<file path="config.mk">
export PLATFORM = sky130hd
export DESIGN_NAME = llsc_reservation_unit
export DESIGN_NICKNAME = d
export VERILOG_FILES = /design/src/rtl/llsc_reservation_unit_pkg.sv /design/src/rtl/llsc_link_entry.sv /design/src/rtl/llsc_reservation_unit.sv
export SDC_FILE = /design/constraint.sdc
export NUM_CORES = 1
export LEC_CHECK = 0
export CORE_MARGIN = 2
export CORE_UTILIZATION = 34
export DETAILED_ROUTE_END_ITERATION = 16
export PLACE_DENSITY = 0.78
export SLEW_MARGIN = 0
export SYNTH_ARGS = -nofsm -noshare
export SYNTH_HDL_FRONTEND = slang
export SYNTH_HIERARCHICAL = 1
export SYNTH_SLANG_ARGS = --single-unit
</file>
<file path="constraint.sdc">
create_clock -name clk -period 2 [get_ports clk]
set_clock_uncertainty 0.2 [all_clocks]
set_input_delay 0.3 -clock clk [delete_from_list [all_inputs] [get_ports clk]]
set_output_delay 0.3 -clock clk [all_outputs]
set_load 0.02 [all_outputs]
</file>
<file path="src/rtl/llsc_reservation_unit_pkg.sv">
// Shared constants and helpers for the LL/SC reservation monitor.
// Covers the default granule, the per-channel bus slicing, and the age counter width.
package llsc_reservation_unit_pkg;

    localparam int LLSC_GRAN_DEFAULT = 2;

    // One spare bit keeps the counter legal when timeout is disabled
    function automatic int llsc_age_width(input int timeout);
        return (timeout == 0) ? 1 : $clog2(timeout + 1);
    endfunction

    function automatic int llsc_slice_lo(input int ch, input int width);
        return ch * width;
    endfunction

endpackage

</file>
<file path="src/rtl/llsc_link_entry.sv">
// One channel's reservation: valid bit, granule tag and optional expiry age.
// Priority from highest: reset, flush, LL, SC, kill, timeout.
module llsc_link_entry
    import llsc_reservation_unit_pkg::*;
#(
    parameter int TAG_W   = 30,
    parameter int TIMEOUT = 0
) (
    input  logic             clk,
    input  logic             rst,
    input  logic             i_flush,
    input  logic             i_ll_set,
    input  logic [TAG_W-1:0] i_ll_tag,
    input  logic             i_sc_req,
    input  logic             i_kill,
    output logic             o_valid,
    output logic [TAG_W-1:0] o_tag
);

    logic             r_valid;
    logic [TAG_W-1:0] r_tag;
    logic             w_expire;

    always_ff @(posedge clk) begin
        if (rst) begin
            r_valid <= 1'b0;
            r_tag   <= '0;
        end else if (i_flush) begin
            r_valid <= 1'b0;
        end else if (i_ll_set) begin
            r_valid <= 1'b1;
            r_tag   <= i_ll_tag;
        end else if (i_sc_req || i_kill || w_expire) begin
            r_valid <= 1'b0;
        end
    end

    generate
        if (TIMEOUT > 0) begin : g_age
            localparam int AGE_W = llsc_age_width(TIMEOUT);
            localparam logic [AGE_W-1:0] AGE_LAST = AGE_W'(TIMEOUT - 1);

            logic [AGE_W-1:0] r_age;

            // Age restarts on every LL so a re-link gets a fresh lease
            always_ff @(posedge clk) begin
                if (rst || i_ll_set) begin
                    r_age <= '0;
                end else if (r_valid && (r_age != '1)) begin
                    r_age <= r_age + AGE_W'(1);
                end
            end

            assign w_expire = r_valid && (r_age == AGE_LAST);
        end else begin : g_no_age
            assign w_expire = 1'b0;
        end
    endgenerate

    assign o_valid = r_valid;
    assign o_tag   = r_tag;

endmodule

</file>
<file path="src/rtl/llsc_reservation_unit.sv">
// Multi-channel LL/SC reservation monitor beside the MEM stage.
// Holds per-channel links and the cross-channel kill / SC arbitration matrix.
module llsc_reservation_unit
    import llsc_reservation_unit_pkg::*;
#(
    parameter int N_CH      = 2,
    parameter int ADDR_W    = 32,
    parameter int GRAN_LOG2 = LLSC_GRAN_DEFAULT,
    parameter int TIMEOUT   = 0
) (
    input  logic                     clk,
    input  logic                     rst,
    input  logic [N_CH-1:0]          ll_we,
    input  logic [N_CH*ADDR_W-1:0]   ll_addr,
    input  logic [N_CH-1:0]          sc_req,
    input  logic [N_CH*ADDR_W-1:0]   sc_addr,
    output logic [N_CH-1:0]          sc_ok,
    input  logic [N_CH-1:0]          st_we,
    input  logic [N_CH*ADDR_W-1:0]   st_addr,
    input  logic                     ext_wr,
    input  logic [ADDR_W-1:0]        ext_addr,
    input  logic [N_CH-1:0]          flush,
    output logic [N_CH-1:0]          llbit,
    output logic [N_CH*ADDR_W-1:0]   lladdr
);

    localparam int TAG_W = ADDR_W - GRAN_LOG2;

    logic [N_CH-1:0]  w_valid;
    logic [TAG_W-1:0] w_tag    [N_CH];
    logic [TAG_W-1:0] w_ll_tag [N_CH];
    logic [TAG_W-1:0] w_sc_tag [N_CH];
    logic [TAG_W-1:0] w_st_tag [N_CH];
    logic [TAG_W-1:0] w_ext_tag;
    logic [N_CH-1:0]  w_wr_kill;
    logic [N_CH-1:0]  w_kill;
    logic [N_CH-1:0]  w_sc_ok;
    logic             w_unused_low;

    assign w_ext_tag    = ext_addr[ADDR_W-1:GRAN_LOG2];
    assign w_unused_low = ^{ll_addr, sc_addr, st_addr, ext_addr};

    genvar g;
    generate
        for (g = 0; g < N_CH; g++) begin : g_ch
            assign w_ll_tag[g] = ll_addr[llsc_slice_lo(g, ADDR_W) + GRAN_LOG2 +: TAG_W];
            assign w_sc_tag[g] = sc_addr[llsc_slice_lo(g, ADDR_W) + GRAN_LOG2 +: TAG_W];
            assign w_st_tag[g] = st_addr[llsc_slice_lo(g, ADDR_W) + GRAN_LOG2 +: TAG_W];

            llsc_link_entry #(
                .TAG_W   (TAG_W),
                .TIMEOUT (TIMEOUT)
            ) u_entry (
                .clk      (clk),
                .rst      (rst),
                .i_flush  (flush[g]),
                .i_ll_set (ll_we[g]),
                .i_ll_tag (w_ll_tag[g]),
                .i_sc_req (sc_req[g]),
                .i_kill   (w_kill[g]),
                .o_valid  (w_valid[g]),
                .o_tag    (w_tag[g])
            );

            assign lladdr[llsc_slice_lo(g, ADDR_W) +: ADDR_W] = ADDR_W'(w_tag[g]) << GRAN_LOG2;
        end
    endgenerate

    // SC winners are resolved in ascending channel order so a lower channel's
    // successful SC blocks any higher channel on the same granule without a loop
    always_comb begin
        w_wr_kill = '0;
        w_sc_ok   = '0;
        w_kill    = '0;
        for (int c = 0; c < N_CH; c++) begin
            if (ext_wr && w_valid[c] && (w_ext_tag == w_tag[c])) begin
                w_wr_kill[c] = 1'b1;
            end
            for (int j = 0; j < N_CH; j++) begin
                if ((j != c) && st_we[j] && w_valid[c] && (w_st_tag[j] == w_tag[c])) begin
                    w_wr_kill[c] = 1'b1;
                end
            end
        end
        for (int c = 0; c < N_CH; c++) begin
            w_sc_ok[c] = !rst && sc_req[c] && w_valid[c] && (w_sc_tag[c] == w_tag[c])
                         && !flush[c] && !w_wr_kill[c];
            for (int j = 0; j < c; j++) begin
                if (w_sc_ok[j] && (w_sc_tag[j] == w_tag[c])) begin
                    w_sc_ok[c] = 1'b0;
                end
            end
        end
        for (int c = 0; c < N_CH; c++) begin
            w_kill[c] = w_wr_kill[c];
            for (int j = 0; j < N_CH; j++) begin
                if ((j != c) && w_sc_ok[j] && w_valid[c] && (w_sc_tag[j] == w_tag[c])) begin
                    w_kill[c] = 1'b1;
                end
            end
        end
    end

    assign sc_ok = w_sc_ok;
    assign llbit = w_valid;

    always_ff @(posedge clk) begin
        if (!rst) begin
            assert (!(|(ll_we & sc_req)));
        end
    end

endmodule

</file>
# Word-level counts from Yosys, hierarchy flattened
# Index checks and enable logic that the tools add are counted.
[op_classes]
eq_ne = 8
n_mux = 11
bitwise = 2
n_reduce_logical = 36
[ops]
columns = ["cell", "n"]
rows = [
  ["30-bit == test", 8],
  ["1-bit logical AND", 23],
  ["1-bit two-way mux", 11],
  ["1-bit logical NOT", 5],
  ["2-bit AND reduction", 2],
  ["2-bit nonzero test", 2],
  ["2-bit OR reduction", 2],
  ["1-bit logical OR", 2],
  ["1-bit inverter", 2],
]
[word_totals]
ff_bits = 62
out_inout_bits = 68
elab_cells = 61

# Longest topological paths before layout
[logic_depth]
word_depth = 14
depth_mapped = 9
depth_no_buf = 9

# By module
# Netlist, hierarchy kept.
[modules_own_cells]
columns = ["mod", "instances", "cells_each", "area_per_inst_um2", "seq_area_each_um2"]
rows = [
  ["llsc_reservation_unit", 1, 341, 2718.9, 0.0],
  ["llsc_link_entry", 2, 135, 1072.3, 620.6],
]

# Worst setup path before layout
# Ideal clock, no wire load.
[synth_path]
kind = "register to output"
startpoint = "register g_ch[1].u_entry.r_tag[14]"
endpoint = "output sc_ok[1]"
arrival_ns = 1.884
required_ns = 1.500
slack_ns = -0.384
stages_incl_launch_ff = 7
n_path_buf = 0
path_cell_list = "dfxtp_1 -> xnor2_1 -> nand4_1 -> nor4_1 -> nand4_1 -> or4_4 -> nor2_1"
[synth_between]
elab_chain_cells = 7
[synth_rtl]
columns = ["item", "line", "text"]
rows = [
  ["start, declared", "llsc_link_entry.sv:21", "logic [TAG_W-1:0] r_tag;"],
  ["start signal, assigned", "llsc_link_entry.sv:32", "r_tag <= i_ll_tag;"],
  ["30-bit == test", "llsc_reservation_unit.sv:76", "if (ext_wr && w_valid[c] && (w_ext_tag == w_tag[c])) begin"],
  ["1-bit logical AND", "llsc_reservation_unit.sv:76", ""],
  ["1-bit two-way mux", "llsc_reservation_unit.sv:76", ""],
  ["1-bit two-way mux", "llsc_reservation_unit.sv:80", "if ((j != c) && st_we[j] && w_valid[c] && (w_st_tag[j] == w_tag[c])) begin"],
  ["1-bit logical NOT", "llsc_reservation_unit.sv:87", "&& !flush[c] && !w_wr_kill[c];"],
  ["1-bit logical AND", "llsc_reservation_unit.sv:87", ""],
  ["1-bit two-way mux (*)", "llsc_reservation_unit.sv:89", "if (w_sc_ok[j] && (w_sc_tag[j] == w_tag[c])) begin"],
  ["end, declared", "llsc_reservation_unit.sv:17", "output logic [N_CH-1:0] sc_ok,"],
]
# Every way passes the cells marked *; elsewhere a longest branch is shown, timed or not.

# Final worst setup path
[layout_path]
startpoint = "register g_ch[1].u_entry.r_tag[25]"
endpoint = "output sc_ok[1]"
# Same word-level chain as after synthesis.

==> metrics.txt <==
status=complete, but fails checks; failing checks=negative setup slack; Comb power frac=35.3%; EDFF count, synth=0; worst reg2reg setup slack=-650 ps; Total Routing Usage GR=34.1%; area of the multi-input gates=3860 sq um; P_int=around 3.3 mW; first-pass GRT wire length=~38000 um; Distinct cells, synth=21; simple logic cell fraction of the synthesized area=around 21%; Synth Register Bits=62; Sw Share=approximately 30%; CORE AREA=roughly 14000 sq um; Final min period=2760 ps; largest family of logic cells by synthesized area=XOR/XNOR gates; initial antenna violation count=1; main area contributors after synthesis=xor2_1, dfxtp_1, xnor2_1; measured slew at the worst slew-check pin=512 ps; clk buf depth=2; Avg Inst Size Synth=7.96 sq um; # DRC=0; TritonCTS clock tree=built; post-synthesis xor/xnor area fraction=approximately 43%; Worst Path Arrival=~2300 ps; Initial Utilization=between 30% and 40%; die width=124 um; pre-CTS setup slack=-1400 ps; WL final=26800 um; sequential area share after synthesis=25.5%; Nets=approximately 1300; Slew headroom=between 60% and 70%; Cell Pwr Density=between 400 and 500 nW/um^2; Clock Power Share=approximately a third; Slew Viols, Final=0; Post-DP Area=9400 sq um; worst path required time=approximately 1500 ps; Worst setup SP type=register; Worst R2R Path Depth=9; I/O pin count=about 300; ANT nets after route=0; Skew-Pair Late Insertion Delay=~340 ps; worst r2r src=g_ch[1].u_entry/o_tag[25]; setup tns final=-2600 ps; cell area after layout=between 10000 and 15000 sq um; H-tree depth=3; Worst VDD drop=0.000380 V; DP HPWL=approximately 21000 um; wire per inst=approximately 21 um; row cnt=43; placed cells=roughly 1200; iteration-0 DRC count of the detailed router=about 500; Post-Syn Area=just under 5000 sq um; Die Ht=between 100 and 150 um; vias in the first global route=about 6400; worst hold path type=primary input to register; Synth Flop Type=dfxtp_1; yosys warns=6; Psw=~1.4 mW; GPL Wtd Cong=around 1.0; crit share post-route=138%; # setup viols final=4; buffers added on ports=about 280; DIE AREA=approximately 15000 sq um; ys async rst share=0%; clock root buffer=clkbuf_16; count leader, synth=xor2_1; Yosys top cell area share=about 30%; P_leak=4.72 nW; area leader, netlist=xor2_1; Area Overhead vs Synth=111%; hold_ws=about 220 ps; mux contribution to synthesized area=0%; Reg clk slew, reported paths=~50 ps; Fmax=between 300 and 400 MHz; Clock Sinks=62; crit-path max FO=4; Max Cap Viol=0; RSZ-0062 raised after global routing=yes; largest net degree at the start of global routing=43; mean number of vias per cell=a little over 5; Hold Path Depth=3; flip-flop and latch area=roughly 1400 sq um; Synth Area in Adders=0%; register share of total power=around 30%; Fillers=1089; Setup CP Type=register to output port; Compound-Gate Fraction of Synth Area=under 10%; FF-to-FF End=g_ch[0].u_entry/o_valid; min-delay src=rst; Finished Layout Cells=1280; vias after detailed routing=~6500; drt first pass iters=5; critical path capture point type=output port; Syn Inst Count=611; Fin. Hold Viols=0; CTS Buf Count=9; Commonest cells post-synth=xor2_1, nand2_1, xnor2_1, a21oi_1, dfxtp_1; GRT Residual Overflow=0; Final Core Density=73.6%; overall power=about 4.8 mW; Setup WS post-layout=-755 ps; Min-Delay Endpoint=g_ch[1].u_entry/o_tag[29]; share of layout cells above drive strength 1=between 20% and 30%
[registers in the layout, indices dropped and copies added, names as in the netlist]
register and cells:
g_ch.u_entry/o_valid 2, g_ch.u_entry/o_tag 60
[worst max path at each step]
stage                                    startpoint  cells after the start  slack [ps]                      end
after global routing                    sc_addr[37]                      8        -780                 sc_ok[1]
after detailed placement               ext_addr[23]                      8       -1400                 sc_ok[1]
after floorplan            g_ch[1].u_entry/o_tag[1]                      9        -130  g_ch[0].u_entry/o_valid
final                     g_ch[1].u_entry/o_tag[25]                      6        -760                 sc_ok[1]
after CTS                 g_ch[1].u_entry/o_tag[19]                      8        -710                 sc_ok[1]
after global placement                 ext_addr[23]                      8       -1370                 sc_ok[1]
[logic make-up after synthesis]
| family | after synthesis |
|---|---|
| AOI/OAI and AO/OA | 66 |
| and+or+nand+nor | 219 |
| buffers and inverters | 23 |
| xor gates and xnor gates | 240 |
| DFF | 62 |
| other | 1 |
[critical path, stage by stage (launching register included)]
cell	delay, ps
dfxtp_2	350
buf_4	160
xnor2_1	350
nand4_1	210
or4_4	580
nor2_4	130
buf_6	130
[placed cells by master (no fill, tap or decap), types with 4 or more instances in the layout]
master	count
dlygate4sd2_1	50
xnor2_1	64
dfxtp_2	40
xor2_1	155
buf_4	194
clkdlybuf4s50_1	213
buf_12	7
nor4_2	12
xnor2_2	10
buf_6	8
nand2_1	124
nor3_1	7
xor2_2	7
a21oi_1	62
dlymetal6s2s_1	18
clkbuf_16	10
nand4_1	32
dfxtp_4	21
conb_1	4
nor2_1	4
nor4_1	29
[routing by layer]
metal	global-route usage (%)	wire length, um	part of all wire [%]
met1	43.1	10800	40
met2	53.6	12200	46
met3	9.94	2600	9.7
met4	15.8	1120	4.2
met5	0	11	0.041
[area by class of cell]
cell class | count | area share (%)
inverter | 1 | 0.0366
multi-input combinational | 529 | 37.6
sequential | 62 | 13.4
clock buffer | 13 | 2.65
antenna | 1 | 0.0244
tap | 180 | 2.19
timing repair buffer | 491 | 43.7
clock inverter | 3 | 0.390
[power groups by stage]
stage	registers, mW	clock network, mW	logic, mW
final	1.42	1.66	1.68
after global routing	1.42	1.73	1.78
after CTS	1.42	1.67	1.63
after detailed placement	1.46	0	1.58
after global placement	1.46	0	1.57
after floorplan	1.50	0	0.469
[repair_timing]
item | CTS | global route
hold buffers | 0 | 0
endpoints found under the hold margin | 0 | 0
endpoints found under the setup margin | 35 | 12
setup buffers | 15 | 4
pin swaps | 36 | 15
gates resized for setup | 114 | 38
No activity file was read; power rests on OpenSTA's default activity.
